File: src/rtl/instr_fetch_id.sv
// IM/ID pipeline register: captures the fetched instruction, squashes wrong-path
// fetches on a redirect, freezes fetch after HLT and counts squashed fetches.
module instr_fetch_id #(
    parameter int                 INSTR_W   = 16,
    parameter logic [INSTR_W-1:0] NOP_INSTR = '0,
    parameter logic [3:0]         HLT_OP    = 4'hF,
    parameter int                 CNT_W     = 16
) (
    input  logic               clk,
    input  logic               rst_n,
    input  logic [INSTR_W-1:0] instr_IM,
    input  logic               stall_IM_ID,
    input  logic               flow_change_ID_EX,
    output logic [INSTR_W-1:0] instr_IM_ID,
    output logic               valid_IM_ID,
    output logic               halt_fetch,
    output logic [CNT_W-1:0]   squash_cnt
);

    typedef enum logic {
        RUN  = 1'b0,
        HALT = 1'b1
    } state_t;

    state_t             state_q;
    logic [INSTR_W-1:0] instr_q;
    logic               valid_q;
    logic [CNT_W-1:0]   squash_cnt_q;
    logic [CNT_W-1:0]   squash_cnt_d;
    logic               is_hlt;

    assign is_hlt = (instr_IM[INSTR_W-1 -: 4] == HLT_OP);

    // Saturate at all-ones so a long-running monitor never wraps back to a small value.
    assign squash_cnt_d = (&squash_cnt_q) ? squash_cnt_q
                                          : squash_cnt_q + {{(CNT_W-1){1'b0}}, 1'b1};

    // NOTE: sequential state uses non-blocking assignments so every register
    // samples the pre-edge values, independent of statement order.
    always_ff @(posedge clk or negedge rst_n) begin
        if (!rst_n) begin
            state_q      <= RUN;
            instr_q      <= NOP_INSTR;
            valid_q      <= 1'b0;
            squash_cnt_q <= '0;
        end else if (!stall_IM_ID) begin
            if (flow_change_ID_EX) begin
                // Redirect wins in either state: the captured slot is wrong-path.
                state_q      <= RUN;
                instr_q      <= NOP_INSTR;
                valid_q      <= 1'b0;
                squash_cnt_q <= squash_cnt_d;
            end else begin
                case (state_q)
                    RUN: begin
                        instr_q <= instr_IM;
                        valid_q <= 1'b1;
                        if (is_hlt) begin
                            state_q <= HALT;
                        end
                    end
                    HALT: begin
                        instr_q <= NOP_INSTR;
                        valid_q <= 1'b0;
                    end
                    default: begin
                        state_q <= RUN;
                        instr_q <= NOP_INSTR;
                        valid_q <= 1'b0;
                    end
                endcase
            end
        end
    end

    assign instr_IM_ID = instr_q;
    assign valid_IM_ID = valid_q;
    assign halt_fetch  = (state_q == HALT);
    assign squash_cnt  = squash_cnt_q;

endmodule

File: config.mk
export PLATFORM = sky130hd
export DESIGN_NAME = instr_fetch_id
export DESIGN_NICKNAME = d
export VERILOG_FILES = /design/src/rtl/instr_fetch_id.sv
export SDC_FILE = /design/constraint.sdc
export NUM_CORES = 1
export LEC_CHECK = 0
export BUFFER_PORTS_ARGS = -buffer_cell sky130_fd_sc_hd__buf_2
export CELL_PAD_IN_SITES_DETAIL_PLACEMENT = 1
export CELL_PAD_IN_SITES_GLOBAL_PLACEMENT = 1
export CORE_UTILIZATION = 40
export DETAILED_ROUTE_END_ITERATION = 7
export GPL_TIMING_DRIVEN = 0
export PLACE_DENSITY_LB_ADDON = 0.1
export SLEW_MARGIN = 30
export SYNTH_ARGS = -nofsm -noshare
export SYNTH_HDL_FRONTEND = slang
export SYNTH_SLANG_ARGS = --single-unit
File: constraint.sdc
create_clock -name clk -period 2.86 [get_ports clk]
set_clock_uncertainty 0.2 [all_clocks]
set_input_delay 0.572 -clock clk [delete_from_list [all_inputs] [get_ports clk]]
set_output_delay 0.572 -clock clk [all_outputs]
set_load 0.05 [all_outputs]
==> results.txt, run 1 <==
critical setup path kind: flip-flop to flip-flop
Setup TNS Final: 0 ns
unrepaired setup endpoints after global routing: false
overall routing resource usage: 18.61%
syn_nets: 133
core footprint: 0.003390 mm2
Syn Std Cell Area: 0.001436 mm2
Iter 0 DRT Violations: 36
share of cells above drive strength 1: 38.15%
CTS Buf Count: 5
final cell count without fillers: 219
arrival time of the worst setup path: 2.23 ns
post-CTS setup buffers: 0
commonest cells in the synthesized netlist: dfrtp_1 (34), a22o_1 (16), xor2_1 (8)
status: complete, no violations
final hold violations: 0
most area-hungry cell type in the Yosys netlist: dfrtp_1
vias in the first global route: 1105
Hold Crit Class: input port to async pin
vias: 1148
hpwl dp: 2505 um
Starting Density: 42.38%
average footprint of a synthesized cell: 12.82 um2
vias per std cell: 5.242
die span in y: 61.93 um
Pre-antenna DRT Iters: 4
Area growth syn-to-layout: 26.65%
Clock Latency Late Sink: 0.31 ns
GRT Residual Overflow: 0
most common cell in the netlist: dfrtp_1
nets@finish: 193
top post-synthesis cells by area: dfrtp_1 (59%), a22o_1 (9.8%), xor2_1 (4.9%)
CTS tree: done
placer congestion estimate: 0.6781
final wirelength: 3294 um
Routed wire per std cell: 15.04 um
Max Fclk: 448.0 MHz
Finish-stage setup viols: 0
FFs w/ async S/R, synth: 100.0%
yosys warns: 0
clock sinks: 34
Pleak: 0.9729 nW
Cells after Synth: 112
antenna viol nets, final: 0
Worst Path Required: 2.86 ns
final-report max-slew violation count: 0
max-cap viol count: 0
Max H-tree Level: 2
Post-synth EDFFs: 0
minimum clock period: 2.232 ns
ANT cells: 0
Critical Path End Type: flip-flop
first-pass GRT wire length: 5112 um
maximum vdd drop: 429.8 uV
DRC viols: 0
final period utilization: 78.05%
Slew @ Worst Pin: 0.7435 ns
relative slew slack: 50.44%
register area share after synthesis: 59.23%
Rows: 21
Cell variety after synth: 29
Cell Pwr Density: 706.5 mW/mm2
CP Max Fanout: 7
Fin Hold WS: 0.1178 ns
area share of the largest cell type after synthesis: 59.23%
Cells after DPL: 211
# resized after CTS: 0
CTS max path bufs: 2
largest net degree at the start of global routing: 35
CTS root buf: clkbuf_4
clk slew on worst S/H paths: 0.10 ns
Main synth FF type: dfrtp_1
#FFs+latches synth: 34
I/O pin count: 54
Post-CTS Hold Fix Bufs: 0
initial antenna violation count: 0
startpoint types: flip-flop
DIE AREA: 0.003835 mm2
DIE WIDTH: 61.93 um
Port-buffer cells: 53
==> worst max-delay path, stage by stage, from the launching register on <==
cell      delay, ns
dfrtp_1        0.44
ha_1           0.24
nand4_1        0.24
nor4_4         0.46
nand2b_2       0.23
mux2_1         0.32
==> registers in the layout, indices dropped and copies added (netlist names) <==
register     cells
valid_IM_ID      1
halt_fetch       1
instr_IM_ID     16
squash_cnt      16
==> cells by family after synthesis <==
group / count (synthesis) / synth area share [%]
xor gates and xnor gates: 14 / 8.537
buffers and inverters: 4 / 1.045
adders and majority gates: 1 / 0.8709
AOI/OAI and AO/OA: 20 / 11.67
and+or+nand+nor: 38 / 17.86
DFF: 34 / 59.23
muxes: 1 / 0.7839
==> through the flow <==
stage / total power [mW] / setup slack [ns] / cell area, um2 / util, %
3_3_place_gp: 1.020 / 0.6647 / 1759 / 51.90
4_1_cts: 1.305 / 0.6066 / 1819 / 53.67
6_report: 1.285 / 0.6277 / 1819 / 53.67
2_1_floorplan: 0.9074 / 0.5246 / 1436 / -
3_5_place_dp: 1.032 / 0.6410 / 1759 / 51.90
5_1_grt: 1.355 / 0.4712 / 1819 / 53.67
==> cell usage in the layout (no fill, tap or decap), types with 2 or more instances in the layout <==
cell type and count:
a22o_1 16, and3_1 3, clkbuf_4 5, xor2_1 8, clkbuf_1 4, buf_2 53, nor2_1 4, nand3_1 6
nor4_1 2, nand4_1 6, nand4_2 2, dfrtp_1 34, nor3_1 5, xnor2_1 6
==> power breakdown <==
part	switching (mW)	leakage [nW]	total, mW	internal, mW
clock network	0.145	0.0353	0.264	0.119
logic	0.301	0.494	0.405	0.104
registers	0.0769	0.444	0.617	0.540
total	0.523	0.973	1.29	0.763
==> final cells by class <==
cell class                 count  area (um2)
clock inverter                 1       5.005
sequential                    34       850.8
inverter                       1       3.754
multi-input combinational     74       570.5
tap                           46       57.56
buffer                         3       11.26
clock buffer                   7       55.05
fill                         391        1570
timing repair buffer          53       265.3
==> worst paths after layout <==
path                            slack [ns]           from              to  cells after the start
worst max-delay path                  0.63  squash_cnt[0]   squash_cnt[1]                      5
worst min-delay path                  0.12          rst_n   squash_cnt[4]                      1
worst max register to register        0.63  squash_cnt[0]   squash_cnt[1]                      5
worst min register to register        0.28    valid_IM_ID     valid_IM_ID                      1
max in group asynchronous             1.87          rst_n  instr_IM_ID[5]                      1
min in group clk                      0.27    instr_IM[2]  instr_IM_ID[2]                      2
==> layer usage <==
layer | track usage [%] | routed length (um) | vias to the layer above | part of all wire, %
li1 | - | - | 540 | -
met1 | 22.94 | 1422 | 573 | 43
met2 | 31.64 | 1713 | 33 | 52
met3 | 4.141 | 139 | 2 | 4.2
met4 | 7.619 | 19 | 0 | 0.58
met5 | 0 | 0 | - | 0
Note: power is estimated with default switching activity, not from simulation.
==> inputs of run 2 (changes only) <==
--- a/config.mk
+++ b/config.mk
@@ -8,7 +8,7 @@
 export BUFFER_PORTS_ARGS = -buffer_cell sky130_fd_sc_hd__buf_2
 export CELL_PAD_IN_SITES_DETAIL_PLACEMENT = 1
 export CELL_PAD_IN_SITES_GLOBAL_PLACEMENT = 1
-export CORE_UTILIZATION = 40
+export CORE_UTILIZATION = 33
 export DETAILED_ROUTE_END_ITERATION = 7
 export GPL_TIMING_DRIVEN = 0
 export PLACE_DENSITY_LB_ADDON = 0.1
==> constraint.sdc (replaced) <==
create_clock -name clk -period 1.91 [get_ports clk]
set_clock_uncertainty 0.2 [all_clocks]
set_input_delay 0.382 -clock clk [delete_from_list [all_inputs] [get_ports clk]]
set_output_delay 0.382 -clock clk [all_outputs]
set_load 0.05 [all_outputs]
==> run 2 against run 1 <==
  * First-iteration DRC count up 110%
  * Final cell count rose by 4.1%
  * Power rose by 68%
  * Critical path depth unchanged
  * Clock power up 110%
  * Via count rose by 2.4%
  * Clock-buffer cell count did not move
==> results.txt, run 2 (synthesis results as in run 1) <==
Slew @ Worst Pin: 0.7695 ns
final wirelength: 3684 um
Worst Path Required: 1.88 ns
GRT Residual Overflow: 0
CTS tree: done
clock sinks: 34
most frequent cells in the layout: buf_2 (53), dfrtp_1 (18), a22o_1 (16), dfrtp_2 (16), xor2_1 (8)
Cell Pwr Density: 1112 mW/mm2
share of cells above drive strength 1: 50.56%
critical setup path kind: flip-flop to flip-flop
CTS Buf Count: 5
arrival time of the worst setup path: 1.81 ns
maximum vdd drop: 599.8 uV
DRT met1 WL: 1628 um
final hold violations: 0
final-report max-slew violation count: 0
DRC viols: 0
placer congestion estimate: 0.7357
Pleak: 0.9927 nW
max-cap viol count: 0
I/O pin count: 54
final cell count without fillers: 228
highest routed layer: met4
routed wl met3: 239 um
clk slew on worst S/H paths: 0.07 ns
Port-buffer cells: 53
Cells after DPL: 215
Max Fclk: 544.3 MHz
overall routing resource usage: 17.44%
Area growth syn-to-layout: 35.63%
vias in the first global route: 1199
CTS max path bufs: 2
DIE AREA: 0.004621 mm2
hpwl dp: 2603 um
Critical Path End Type: flip-flop
nets@finish: 198
initial antenna violation count: 0
Finish-stage setup viols: 0
final period utilization: 96.20%
first-pass GRT wire length: 5851 um
die span in y: 67.98 um
Rows: 23
ANT cells: 0
Clock Latency Late Sink: 0.28 ns
vias per std cell: 5.158
Starting Density: 35.15%
startpoint types: flip-flop
DP Area: 0.001805 mm2
vias: 1176
Pre-antenna DRT Iters: 4
Fin Hold WS: 0.1107 ns
Hold Crit Class: input port to flip-flop
CTS root buf: clkbuf_8
CP Max Fanout: 4
DIE WIDTH: 67.98 um
relative slew slack: 48.70%
Pwr Total: 2.165 mW
final instance area: 0.001948 mm2
core footprint: 0.004086 mm2
minimum clock period: 1.837 ns
unrepaired setup endpoints after global routing: false
Routed wire per std cell: 16.16 um
largest net degree at the start of global routing: 35
antenna viol nets, final: 0
Max H-tree Level: 2
status: complete, no violations
WL met2: 1748 um
most common cell after layout, fill and taps aside: buf_2
Iter 0 DRT Violations: 77
run 2: repair_timing:
| item | CTS | global route |
|---|---|---|
| hold buffers | 1 | 0 |
| buffers inserted | 1 | 3 |
| resized for setup | 0 | 2 |
| setup endpoints to repair | 1 | 8 |
| pin swaps | 2 | 0 |
| hold endpoints to repair | 27 | 0 |
run 2: worst max-delay path, stage by stage (launching register included):
cell and delay (ns):
dfrtp_2 0.40, ha_4 0.15, nand4_1 0.18, nor4_4 0.30, nand2b_4 0.19, mux2_4 0.29
run 2: worst paths after layout:
kind | start | end | slack [ns] | cells after the start
max | squash_cnt[0] | squash_cnt[1] | 0.07 | 5
min | instr_IM[5] | instr_IM_ID[5] | 0.11 | 2
max reg2reg | squash_cnt[0] | squash_cnt[1] | 0.07 | 5
min reg2reg | squash_cnt[15] | squash_cnt[15] | 0.28 | 1
max in group asynchronous | rst_n | squash_cnt[2] | 0.46 | 2
min in group asynchronous | rst_n | instr_IM_ID[12] | 0.51 | 2
run 2: area by class of cell:
class                   instances  area (um2)
multi-input cells              74       603.1
clock buffers                   7       86.33
flip-flops and latches         34       870.8
well taps                      50       62.56
plain buffers                   3       11.26
clock inverters                 1       5.005
repair buffers                 58       305.3
inverters                       1       3.754
fillers                       454        2138
run 2: metal layers:
metal	GRT usage (%)	up-vias
met5	0	-
met4	7.813	0
met3	3.833	7
met2	29.04	41
met1	21.44	579
li1	-	549
run 2: power breakdown:
group,switching [mW],internal (mW)
clock,0.254,0.291
combinational,0.473,0.213
sequential,0.113,0.821
total,0.841,1.32
run 2: metrics by stage:
stage          setup slack (ns)  utilization (%)  setup TNS [ns]
6_report                0.07263            47.67               0
5_1_grt                0.006281            47.67               0
4_1_cts                 0.01416            46.85               0
3_5_place_dp            -0.1293            44.18          -1.125
3_3_place_gp            -0.1352            44.18          -1.125
2_1_floorplan           -0.1209                -         -0.1209
==> inputs of run 3 (changes only) <==
--- a/config.mk
+++ b/config.mk
@@ -5,13 +5,15 @@
 export SDC_FILE = /design/constraint.sdc
 export NUM_CORES = 1
 export LEC_CHECK = 0
+export ABC_AREA = 1
 export BUFFER_PORTS_ARGS = -buffer_cell sky130_fd_sc_hd__buf_2
 export CELL_PAD_IN_SITES_DETAIL_PLACEMENT = 1
 export CELL_PAD_IN_SITES_GLOBAL_PLACEMENT = 1
-export CORE_UTILIZATION = 33
+export CORE_UTILIZATION = 30
 export DETAILED_ROUTE_END_ITERATION = 7
 export GPL_TIMING_DRIVEN = 0
 export PLACE_DENSITY_LB_ADDON = 0.1
+export RECOVER_POWER = 25
 export SLEW_MARGIN = 30
 export SYNTH_ARGS = -nofsm -noshare
 export SYNTH_HDL_FRONTEND = slang
==> run 3 against run 2 <==
  * Register-to-register slack better by 0.08 ns
  * Sequential share of layout area is 6.4 points lower
  * Clock power is 3% higher
  * Die area is 35% higher
  * Critical path depth is 4 higher
  * Setup slack better by 0.082 ns
  * Combinational power is 5.2% lower
  * Final cell count is 62% higher
  * First-iteration DRC count is 22% lower
  * Non-clock buffer count is 3 lower
  * Core utilization is 8.0 points lower
  * Critical path type unchanged
  * Critical endpoint is now squash_cnt[5]
  * Highest routed layer unchanged
==> results.txt, run 3 <==
vias in the first global route: 1648
post-CTS setup buffers: 0
core footprint: 0.005608 mm2
average footprint of a synthesized cell: 7.544 um2
unrepaired setup endpoints after global routing: false
Critical Path End Type: flip-flop
Clock Latency Late Sink: 0.28 ns
Starting Density: 31.62%
Rows: 27
status: complete, no violations
Area growth syn-to-layout: 25.55%
nets@finish: 317
Slew @ Worst Pin: 0.7842 ns
syn_nets: 256
largest net degree at the start of global routing: 35
hpwl dp: 3563 um
Syn Std Cell Area: 0.001773 mm2
final period utilization: 91.92%
Pleak: 1.110 nW
vias per std cell: 4.566
Pwr Total: 2.126 mW
Fin Hold WS: 0.1276 ns
DIE WIDTH: 78.88 um
#FFs+latches synth: 34
yosys warns: 0
CP Max Fanout: 10
minimum clock period: 1.756 ns
startpoint types: flip-flop
Max H-tree Level: 2
clk slew on worst S/H paths: 0.07 ns
most common cell after layout, fill and taps aside: nand2_1
maximum vdd drop: 551.1 uV
Iter 0 DRT Violations: 60
area share of the largest cell type after synthesis: 47.99%
Pre-antenna DRT Iters: 4
CTS max path bufs: 2
Cell Pwr Density: 954.9 mW/mm2
DIE AREA: 0.006221 mm2
Port-buffer cells: 53
sequential share of power: 43.1%
CTS Buf Count: 5
critical setup path kind: flip-flop to flip-flop
CTS root buf: clkbuf_8
placer congestion estimate: 0.7382
Setup TNS Final: 0 ns
relative slew slack: 47.72%
Psw: 0.8713 mW
Post-synth EDFFs: 0
final wirelength: 4686 um
die span in y: 78.88 um
final hold violations: 0
Cells after Synth: 235
arrival time of the worst setup path: 1.74 ns
DRC viols: 0
Worst Path Required: 1.89 ns
first-pass GRT wire length: 7859 um
max-cap viol count: 0
I/O pin count: 54
combinational share of power: 30.6%
Cell variety after synth: 22
top post-synthesis cells by area: dfrtp_1 (48%), nand2_1 (17%), inv_1 (6.8%)
Max Fclk: 569.6 MHz
overall routing resource usage: 16.79%
initial antenna violation count: 0
ANT cells: 0
register area share after synthesis: 47.99%
final-report max-slew violation count: 0
Hold Crit Class: input port to flip-flop
share of cells above drive strength 1: 22.90%
Routed wire per std cell: 12.70 um
CTS tree: done
GRT Residual Overflow: 0
fill cell count: 749
Clock power frac: 26.3%
clock sinks: 34
antenna viol nets, final: 0
Int Power: 1.254 mW
Finish-stage setup viols: 0
Main synth FF type: dfrtp_1
most area-hungry cell type in the Yosys netlist: dfrtp_1
FFs w/ async S/R, synth: 100.0%
vias: 1685
most frequent cells in the layout: nand2_1 (82), buf_2 (36), inv_1 (32), dfrtp_1 (32), clkbuf_1 (19)
commonest cells in the synthesized netlist: nand2_1 (82), dfrtp_1 (34), inv_1 (32)
switch share: 40.99%
most common cell in the netlist: nand2_1
## run 3: cell types whose count changed after synthesis, moves of 7 or more
| cell | previous run | this run |
|---|---|---|
| nand2_1 | 1 | 82 |
| o21ai_0 | 0 | 9 |
| xor2_1 | 8 | 0 |
| nor2_2 | 0 | 7 |
| inv_1 | 1 | 32 |
| nor2_1 | 4 | 16 |
| nand3_1 | 6 | 14 |
| a22o_1 | 16 | 0 |
| o21ai_1 | 0 | 10 |
## run 3: per-layer routing
metal  GRT usage (%)  vias up  part of all wire, %
met5               0        -                    0
met4           6.000        0                  1.3
met3           4.138        6                  3.4
met2           26.96       33                   48
met1           21.91      801                   48
li1                -      845                    -
## run 3: worst paths after layout
check,startpoint,cells after the start,to,slack [ns]
hold / removal,instr_IM[9],3,instr_IM_ID[9],0.13
min in group asynchronous,rst_n,2,instr_IM_ID[9],0.52
setup reg to reg,squash_cnt[0],9,squash_cnt[5],0.15
hold reg to reg,instr_IM_ID[1],2,instr_IM_ID[1],0.29
setup / recovery,squash_cnt[0],9,squash_cnt[5],0.15
max in group asynchronous,rst_n,2,squash_cnt[0],0.44
## run 3: metrics by stage
stage	setup slack, ns	instance area [um2]	util [%]	instances
6_report	0.1543	2226	39.69	369
3_5_place_dp	0.03750	2131	38.00	360
4_1_cts	0.01927	2236	39.87	369
5_1_grt	0.02916	2226	39.69	369
2_1_floorplan	0.1045	1775	-	235
3_3_place_gp	0.1077	2131	38.00	360
## run 3: timing repair
action | in CTS | in global routing
gates resized for setup | 0 | 3
hold buffers | 1 | 0
setup endpoints to repair | 0 | 8
endpoints found under the hold margin | 33 | 0
## run 3: kinds of logic after synthesis
group / Yosys count / synth area share [%]
xor gates and xnor gates: 6 / 2.964
and+or+nand+nor: 132 / 32.46
adders and majority gates: 1 / 0.7056
AOI/OAI and AO/OA: 23 / 7.128
DFF: 34 / 47.99
buffers and inverters: 39 / 8.750
## run 3: final cells by class
cell class | count | area (um2) | area share [%]
tap | 72 | 90.09 | 4.047
clock buffer | 6 | 82.58 | 3.710
timing repair buffer | 54 | 254.0 | 11.41
buffer | 4 | 22.52 | 1.012
inverter | 35 | 131.4 | 5.902
sequential | 34 | 853.3 | 38.34
clock inverter | 2 | 12.51 | 0.5621
multi-input combinational | 162 | 779.5 | 35.02
## run 3: power by group through the flow
stage | clock (mW) | sequential, mW | combinational [mW]
6_report | 0.559 | 0.916 | 0.650
5_1_grt | 0.625 | 0.934 | 0.703
4_1_cts | 0.590 | 0.914 | 0.665
3_5_place_dp | 0 | 0.927 | 0.662
3_3_place_gp | 0 | 0.923 | 0.654
2_1_floorplan | 0 | 1.21 | 0.186
## run 3: critical path, stage by stage, from the launching register on
cell and delay [ns]:
dfrtp_2 0.44, ha_2 0.27, inv_1 0.07, nor2_2 0.11
nand2_2 0.09, nor2_4 0.14, nor2_4 0.07, buf_6 0.15
nand2_1 0.07, nand2_1 0.05
